==> src/rtl/ex_ctrl_pkg.sv <==
// Shared types and helpers for the EX-stage divide issue controller.
// Holds the ALU function codes the controller decodes, the divide FSM state
// type, fixed result constants and small decode helper functions.
package ex_ctrl_pkg;

    // ALU function codes (mirror of the sys_defs.vh encoding used by ID)
    localparam logic [4:0] ALU_ADD  = 5'h00;
    localparam logic [4:0] ALU_DIV  = 5'h10;
    localparam logic [4:0] ALU_DIVU = 5'h11;
    localparam logic [4:0] ALU_REM  = 5'h12;
    localparam logic [4:0] ALU_REMU = 5'h13;

    // Result reported when the watchdog gives up on the divider
    localparam logic [31:0] WDOG_RESULT = 32'hBAAD_BEEF;
    // RV32M fixed results
    localparam logic [31:0] DIV0_QUOT   = 32'hFFFF_FFFF;
    localparam logic [31:0] INT_MIN     = 32'h8000_0000;
    localparam logic [31:0] MINUS_ONE   = 32'hFFFF_FFFF;

    typedef enum logic [1:0] {
        IDLE = 2'd0,
        RUN  = 2'd1,
        DONE = 2'd2
    } div_state_t;

    function automatic logic is_div_func(input logic [4:0] func);
        return (func == ALU_DIV) || (func == ALU_DIVU) ||
               (func == ALU_REM) || (func == ALU_REMU);
    endfunction

    function automatic logic is_signed_func(input logic [4:0] func);
        return (func == ALU_DIV) || (func == ALU_REM);
    endfunction

    function automatic logic is_rem_func(input logic [4:0] func);
        return (func == ALU_REM) || (func == ALU_REMU);
    endfunction

endpackage

==> src/rtl/div_result_cache.sv <==
// One-entry quotient/remainder cache keyed on {dividend, divisor, signedness}.
// Latency: lookup is combinational; a write is visible the cycle after wr_en.
// Backpressure: none; written only when the divider reports completion.
// Ports: clk/rst (sync, active-high clears the valid bit), wr_* write port,
//        rd_* lookup tag, hit/hit_q/hit_r lookup result.
module div_result_cache (
    input  logic        clk,
    input  logic        rst,
    input  logic        wr_en,
    input  logic [31:0] wr_opa,
    input  logic [31:0] wr_opb,
    input  logic        wr_sgn,
    input  logic [31:0] wr_q,
    input  logic [31:0] wr_r,
    input  logic [31:0] rd_opa,
    input  logic [31:0] rd_opb,
    input  logic        rd_sgn,
    output logic        hit,
    output logic [31:0] hit_q,
    output logic [31:0] hit_r
);

    logic        c_vld;
    logic [31:0] c_opa;
    logic [31:0] c_opb;
    logic        c_sgn;
    logic [31:0] c_q;
    logic [31:0] c_r;

    always_ff @(posedge clk) begin
        if (rst) begin
            c_vld <= 1'b0;
            c_opa <= '0;
            c_opb <= '0;
            c_sgn <= 1'b0;
            c_q   <= '0;
            c_r   <= '0;
        end else if (wr_en) begin
            c_vld <= 1'b1;
            c_opa <= wr_opa;
            c_opb <= wr_opb;
            c_sgn <= wr_sgn;
            c_q   <= wr_q;
            c_r   <= wr_r;
        end
    end

    // Sign is part of the tag: DIV and DIVU on the same bits differ
    assign hit   = c_vld && (rd_opa == c_opa) && (rd_opb == c_opb) && (rd_sgn == c_sgn);
    assign hit_q = c_q;
    assign hit_r = c_r;

endmodule

==> src/rtl/div_issue_ctrl.sv <==
// EX-stage divide sequencer: launches the iterative divider, resolves RV32M
// corner cases and cache hits in the same cycle, and freezes the front end.
// Latency: special/hit 0 cycles; miss = divider latency + 1; DONE holds on mem_stall.
// Ports: clk/rst (sync active-high), ID/EX request (id_ex_vld, id_ex_alu_func, opa, opb),
//        flush/mem_stall, divider handshake (div_start/signed/opa/opb/kill, div_done/quotient/remainder),
//        EX result (ex_stall, ex_res_vld, ex_res) and sticky ex_wdog_err.
module div_issue_ctrl
    import ex_ctrl_pkg::*;
#(
    parameter int WDOG_LIMIT = 64,
    parameter int CNT_W      = 7
) (
    input  logic        clk,
    input  logic        rst,
    input  logic        id_ex_vld,
    input  logic [4:0]  id_ex_alu_func,
    input  logic [31:0] opa,
    input  logic [31:0] opb,
    input  logic        flush,
    input  logic        mem_stall,
    output logic        div_start,
    output logic        div_signed,
    output logic [31:0] div_opa,
    output logic [31:0] div_opb,
    output logic        div_kill,
    input  logic        div_done,
    input  logic [31:0] div_quotient,
    input  logic [31:0] div_remainder,
    output logic        ex_stall,
    output logic        ex_res_vld,
    output logic [31:0] ex_res,
    output logic        ex_wdog_err
);

    div_state_t  state, state_nxt;
    logic [CNT_W-1:0] run_cnt;
    logic [31:0] lat_opa, lat_opb;
    logic        lat_sgn, lat_rem;
    logic [31:0] res_reg, res_nxt;
    logic        res_load;
    logic        wdog_err, err_set;
    logic        cache_wr;

    logic        is_div, sgn, want_rem;
    logic        by_zero, overflow;
    logic        hit;
    logic [31:0] hit_q, hit_r;

    assign is_div   = id_ex_vld && is_div_func(id_ex_alu_func);
    assign sgn      = is_signed_func(id_ex_alu_func);
    assign want_rem = is_rem_func(id_ex_alu_func);
    assign by_zero  = (opb == '0);
    assign overflow = sgn && (opa == INT_MIN) && (opb == MINUS_ONE);

    div_result_cache u_cache (
        .clk    (clk),
        .rst    (rst),
        .wr_en  (cache_wr),
        .wr_opa (lat_opa),
        .wr_opb (lat_opb),
        .wr_sgn (lat_sgn),
        .wr_q   (div_quotient),
        .wr_r   (div_remainder),
        .rd_opa (opa),
        .rd_opb (opb),
        .rd_sgn (sgn),
        .hit    (hit),
        .hit_q  (hit_q),
        .hit_r  (hit_r)
    );

    always_ff @(posedge clk) begin
        if (rst) begin
            state    <= IDLE;
            run_cnt  <= '0;
            lat_opa  <= '0;
            lat_opb  <= '0;
            lat_sgn  <= 1'b0;
            lat_rem  <= 1'b0;
            res_reg  <= '0;
            wdog_err <= 1'b0;
        end else begin
            state <= state_nxt;
            // Counter only meaningful in RUN; cleared everywhere else so a new launch starts at 0
            run_cnt <= (state == RUN) ? run_cnt + CNT_W'(1) : '0;
            if (div_start) begin
                lat_opa <= opa;
                lat_opb <= opb;
                lat_sgn <= sgn;
                lat_rem <= want_rem;
            end
            if (res_load) begin
                res_reg <= res_nxt;
            end
            if (err_set) begin
                wdog_err <= 1'b1;
            end
        end
    end

    always_comb begin
        state_nxt  = state;
        div_start  = 1'b0;
        div_kill   = 1'b0;
        ex_stall   = 1'b0;
        ex_res_vld = 1'b0;
        ex_res     = '0;
        cache_wr   = 1'b0;
        res_load   = 1'b0;
        res_nxt    = '0;
        err_set    = 1'b0;

        case (state)
            IDLE: begin
                if (is_div && !flush) begin
                    if (by_zero) begin
                        ex_res_vld = 1'b1;
                        ex_res     = want_rem ? opa : DIV0_QUOT;
                    end else if (overflow) begin
                        ex_res_vld = 1'b1;
                        ex_res     = want_rem ? 32'h0 : INT_MIN;
                    end else if (hit) begin
                        ex_res_vld = 1'b1;
                        ex_res     = want_rem ? hit_r : hit_q;
                    end else begin
                        div_start = 1'b1;
                        ex_stall  = 1'b1;
                        state_nxt = RUN;
                    end
                end
            end
            RUN: begin
                ex_stall = 1'b1;
                if (div_done) begin
                    // The divider result is valid even if the instruction is flushed
                    cache_wr = 1'b1;
                    if (flush) begin
                        state_nxt = IDLE;
                    end else begin
                        res_load  = 1'b1;
                        res_nxt   = lat_rem ? div_remainder : div_quotient;
                        state_nxt = DONE;
                    end
                end else if (flush) begin
                    div_kill  = 1'b1;
                    state_nxt = IDLE;
                end else if (run_cnt == CNT_W'(WDOG_LIMIT - 1)) begin
                    div_kill  = 1'b1;
                    err_set   = 1'b1;
                    res_load  = 1'b1;
                    res_nxt   = WDOG_RESULT;
                    state_nxt = DONE;
                end
            end
            DONE: begin
                if (flush) begin
                    state_nxt = IDLE;
                end else begin
                    ex_res_vld = 1'b1;
                    ex_res     = res_reg;
                    if (!mem_stall) begin
                        state_nxt = IDLE;
                    end
                end
            end
            default: state_nxt = IDLE;
        endcase

        // Divider shares rst, so no kill pulse or result is emitted while in reset
        if (rst) begin
            div_start  = 1'b0;
            div_kill   = 1'b0;
            ex_stall   = 1'b0;
            ex_res_vld = 1'b0;
            ex_res     = '0;
            cache_wr   = 1'b0;
            res_load   = 1'b0;
            err_set    = 1'b0;
        end
    end

    // Launch cycle forwards live operands; afterwards the latched copy is held
    assign div_signed  = div_start ? sgn : lat_sgn;
    assign div_opa     = div_start ? opa : lat_opa;
    assign div_opb     = div_start ? opb : lat_opb;
    assign ex_wdog_err = wdog_err;

endmodule
==> config.mk <==
export PLATFORM = sky130hd
export DESIGN_NAME = div_issue_ctrl
export DESIGN_NICKNAME = d
export VERILOG_FILES = /design/src/rtl/ex_ctrl_pkg.sv /design/src/rtl/div_result_cache.sv /design/src/rtl/div_issue_ctrl.sv
export SDC_FILE = /design/constraint.sdc
export NUM_CORES = 1
export LEC_CHECK = 0
export CAP_MARGIN = 20
export CORE_MARGIN = 5
export CORE_UTILIZATION = 57
export CTS_CLUSTER_SIZE = 16
export DETAILED_ROUTE_END_ITERATION = 8
export PLACE_DENSITY_LB_ADDON = 0.08
export SYNTH_ARGS = -nofsm -noshare
export SYNTH_HDL_FRONTEND = slang
export SYNTH_SLANG_ARGS = --single-unit
==> constraint.sdc <==
create_clock -name clk -period 7.3 [get_ports clk]
set_input_delay 1.825 -clock clk [delete_from_list [all_inputs] [get_ports clk]]
set_output_delay 1.825 -clock clk [all_outputs]
set_load 0.05 [all_outputs]
==> results.cfg <==
[outcome]
status = complete, no violations

[synth]
synth_edf_count = 0
seq_area_frac_synth_pct = 38.4
synthCells = 1465
netlist_top_cells_area = dfxtp_1 (38%), nand2_1 (11%), mux2_4 (7.7%)
ys_seq_elements = 238
yosysTopAreaCell = dfxtp_1
yosysTopAreaCellShare_pct = 38.4
ys.flop_type = dfxtp_1
syn_area_um2 = 12400
avgSynthCellArea_um2 = 8.46
yosysWarnings = 0
syn_nets = 1605
synthArstFlopShare_pct = 0
ys_types = 63

[setup_path]
critPathKind = in -> out
start_kind = input pin
path_max_fanout = 50
cp-end-kind = primary output
worstPathArrival_ns = 5.09
r2r_slack_ns = 3.85
regToRegStartpoint = u_cache.c_opb[16]$_SDFFE_PP0P_
required_ns = 5.48
crit_start = opa[6]

[die]
rows = 54
start_util_pct = 57.4
num_io_pins = 241
die_h_um = 157
die_w_um = 157
die_area_um2 = 24800
core_um2 = 21600

[grt]
overflow = 0
track_usage_pct = 32.6
antenna_found_initial = 0
grt_pass1_wl_mm = 63.8
grt_pass1_vias = 11335
grt_max_degree = 132

[sta]
tns_ns = 0
fin_ws_ns = 0.390
relSlewSlack_pct = 26.7
final_hold_viol_count = 0
tightestPinTransition_ns = 1.10
finalCritPeriodShare_pct = 94.7
slew_violations = 0
finalSetupViolations = 0
skew_ns = 0.0142
fmax_mhz = 145
layout_min_cycle_time_ns = 6.91
grt_setup_unrepaired = false

[power_and_ir_drop]
ir_drop_mv = 0.154
power_density_nw_per_um2 = 178
fin_total_pwr_mw = 2.85
leakage_nw = 6.49

[layout]
fin_cells = 1961
drive_above_1_share_pct = 17.5
final-seq-area_um2 = 4760
fillers = 1633
multiInputGateArea_um2 = 7130
syn_to_final_growth_pct = 29.1
num_antenna_cells = 0
nets = 1805

[cts]
hold_buffers = 0
clk_latency_ns = 0.53
cts_setup_buffers = 0
clkTransAtPathRegs_ns = 0.06
ctsResizeCount = 0
numCtsBuffers = 26
cts_tree = yes
htreeDepth = 1
clk_path_buf_depth = 3
cts-root-buf = clkbuf_16
cts_sinks = 238

[route]
first_iter_violations = 810
wl_per_cell_um = 21.4
drc = 0
drtPass1Iterations = 5
via_per_inst = 5.89
final_antenna_net_count = 0
dr_total_vias = 11559
wirelength_mm = 41.9

[place]
dp.cells = 1916
post-dp-hpwl_mm = 30.0
gp_congestion = 1.04
pre_cts_ws_ns = 0.435
port-buffer-count = 240

[min_path]
hold_path.class = reg -> reg
hp-start = u_cache.hit_r[20]$_SDFFE_PP0P_

[job]
maxCapViolCount = 0
[synthesized netlist by cell type, types with 2 or more instances]
cell and count:
nor4b_1 4, a2111o_1 2, or4_1 4, nor2b_1 33
o21ai_0 166, mux2_2 33, a31o_2 13, buf_1 10
xor2_1 29, a22o_1 16, nor3_1 6, nor3b_1 4
a22oi_1 9, nand2b_1 19, a211oi_1 4, nand2_1 357
o31ai_1 9, a2bb2oi_1 31, mux2i_1 80, xnor2_1 22
nor2_1 70, nor4_1 22, and4b_1 2, and4_1 3
buf_4 3, buf_6 10, dfxtp_1 238, a2111oi_0 4
mux2_4 64, buf_2 2, and2_1 3, a221oi_1 2
inv_1 14, nand4_1 18, nand3_1 18, clkbuf_1 82
a21oi_1 28, and3_1 2, o2111ai_1 5
[power by group]
group          switching [mW]  internal (mW)  leakage [nW]
clock network           0.518          0.731         0.383
registers             0.00499           1.31          1.92
logic                   0.163          0.127          4.19
total                   0.686           2.16          6.49
[area by class of cell]
cell class / instances / area share [%]
Multi-Input combinational cell: 1106 / 44.5
Sequential cell: 238 / 29.8
Timing Repair Buffer: 279 / 18.2
Clock buffer: 41 / 4.67
Tap cell: 280 / 2.19
Inverter: 14 / 0.360
Clock inverter: 3 / 0.250
[per-layer routing]
| metal | up-vias | wire (um) | global-route usage, % |
|---|---|---|---|
| li1 | 5495 | - | - |
| met1 | 5481 | 16800 | 40.2 |
| met2 | 472 | 19900 | 56.0 |
| met3 | 111 | 3150 | 5.94 |
| met4 | 0 | 1980 | 13.7 |
| met5 | - | 0 | 0 |
[critical path, stage by stage]
cell and delay, ns:
clkdlybuf4s50_1 0.67, or4b_1 0.60, or4_4 0.44, nor4_4 0.41, a21o_2 0.24, a2111oi_4 0.07
buf_12 0.21, mux2_4 0.35, buf_4 0.19
[kinds of logic (layout without fill, tap and decap cells)]
kind of cell	after synthesis	after routing	synth area share [%]
compound gates	299	299	15.2
flops	238	238	38.4
mux	178	178	17.3
buf+inv	121	337	4.38
xor+xnor	51	51	3.60
simple gates	577	577	21.0
fa+ha+maj	1	1	0.101
[path summary, 6_finish.rpt]
check        cells after the start                             end
min reg2reg                      2  u_cache.hit_r[20]$_SDFFE_PP0P_
min                              2  u_cache.hit_r[20]$_SDFFE_PP0P_
max                              9                     div_opa[13]
max reg2reg                      7          lat_opb[12]$_SDFF_PP0_
[layout by cell type (no fill, tap or decap), drive strengths merged, types with 6 or more instances in the layout]
cell	n
a21oi	28
a2bb2oi	31
a22o	16
xnor2	22
dfxtp	238
mux2	98
mux2i	80
nor2b	33
a22oi	9
nand4	18
xor2	29
nand2	357
clkdlybuf4s50	140
o31ai	9
inv	14
a31o	13
clkbuf	41
nor2	70
nor3	6
buf	139
nand2b	19
nand3	18
o21ai	167
nor4	23
[per-stage QoR]
| stage | utilization [%] | hold WS (ns) | cell area, um2 |
|---|---|---|---|
| final | 74.0 | 0.456 | 16000 |
| after global routing | 74.0 | 0.468 | 16000 |
| after CTS | 73.9 | 0.459 | 16000 |
| after detailed placement | 70.3 | 0.451 | 15200 |
| after global placement | 70.2 | 0.443 | 15200 |
| after floorplan | - | 0.430 | 12400 |
Note: power is estimated with default switching activity, not from simulation.
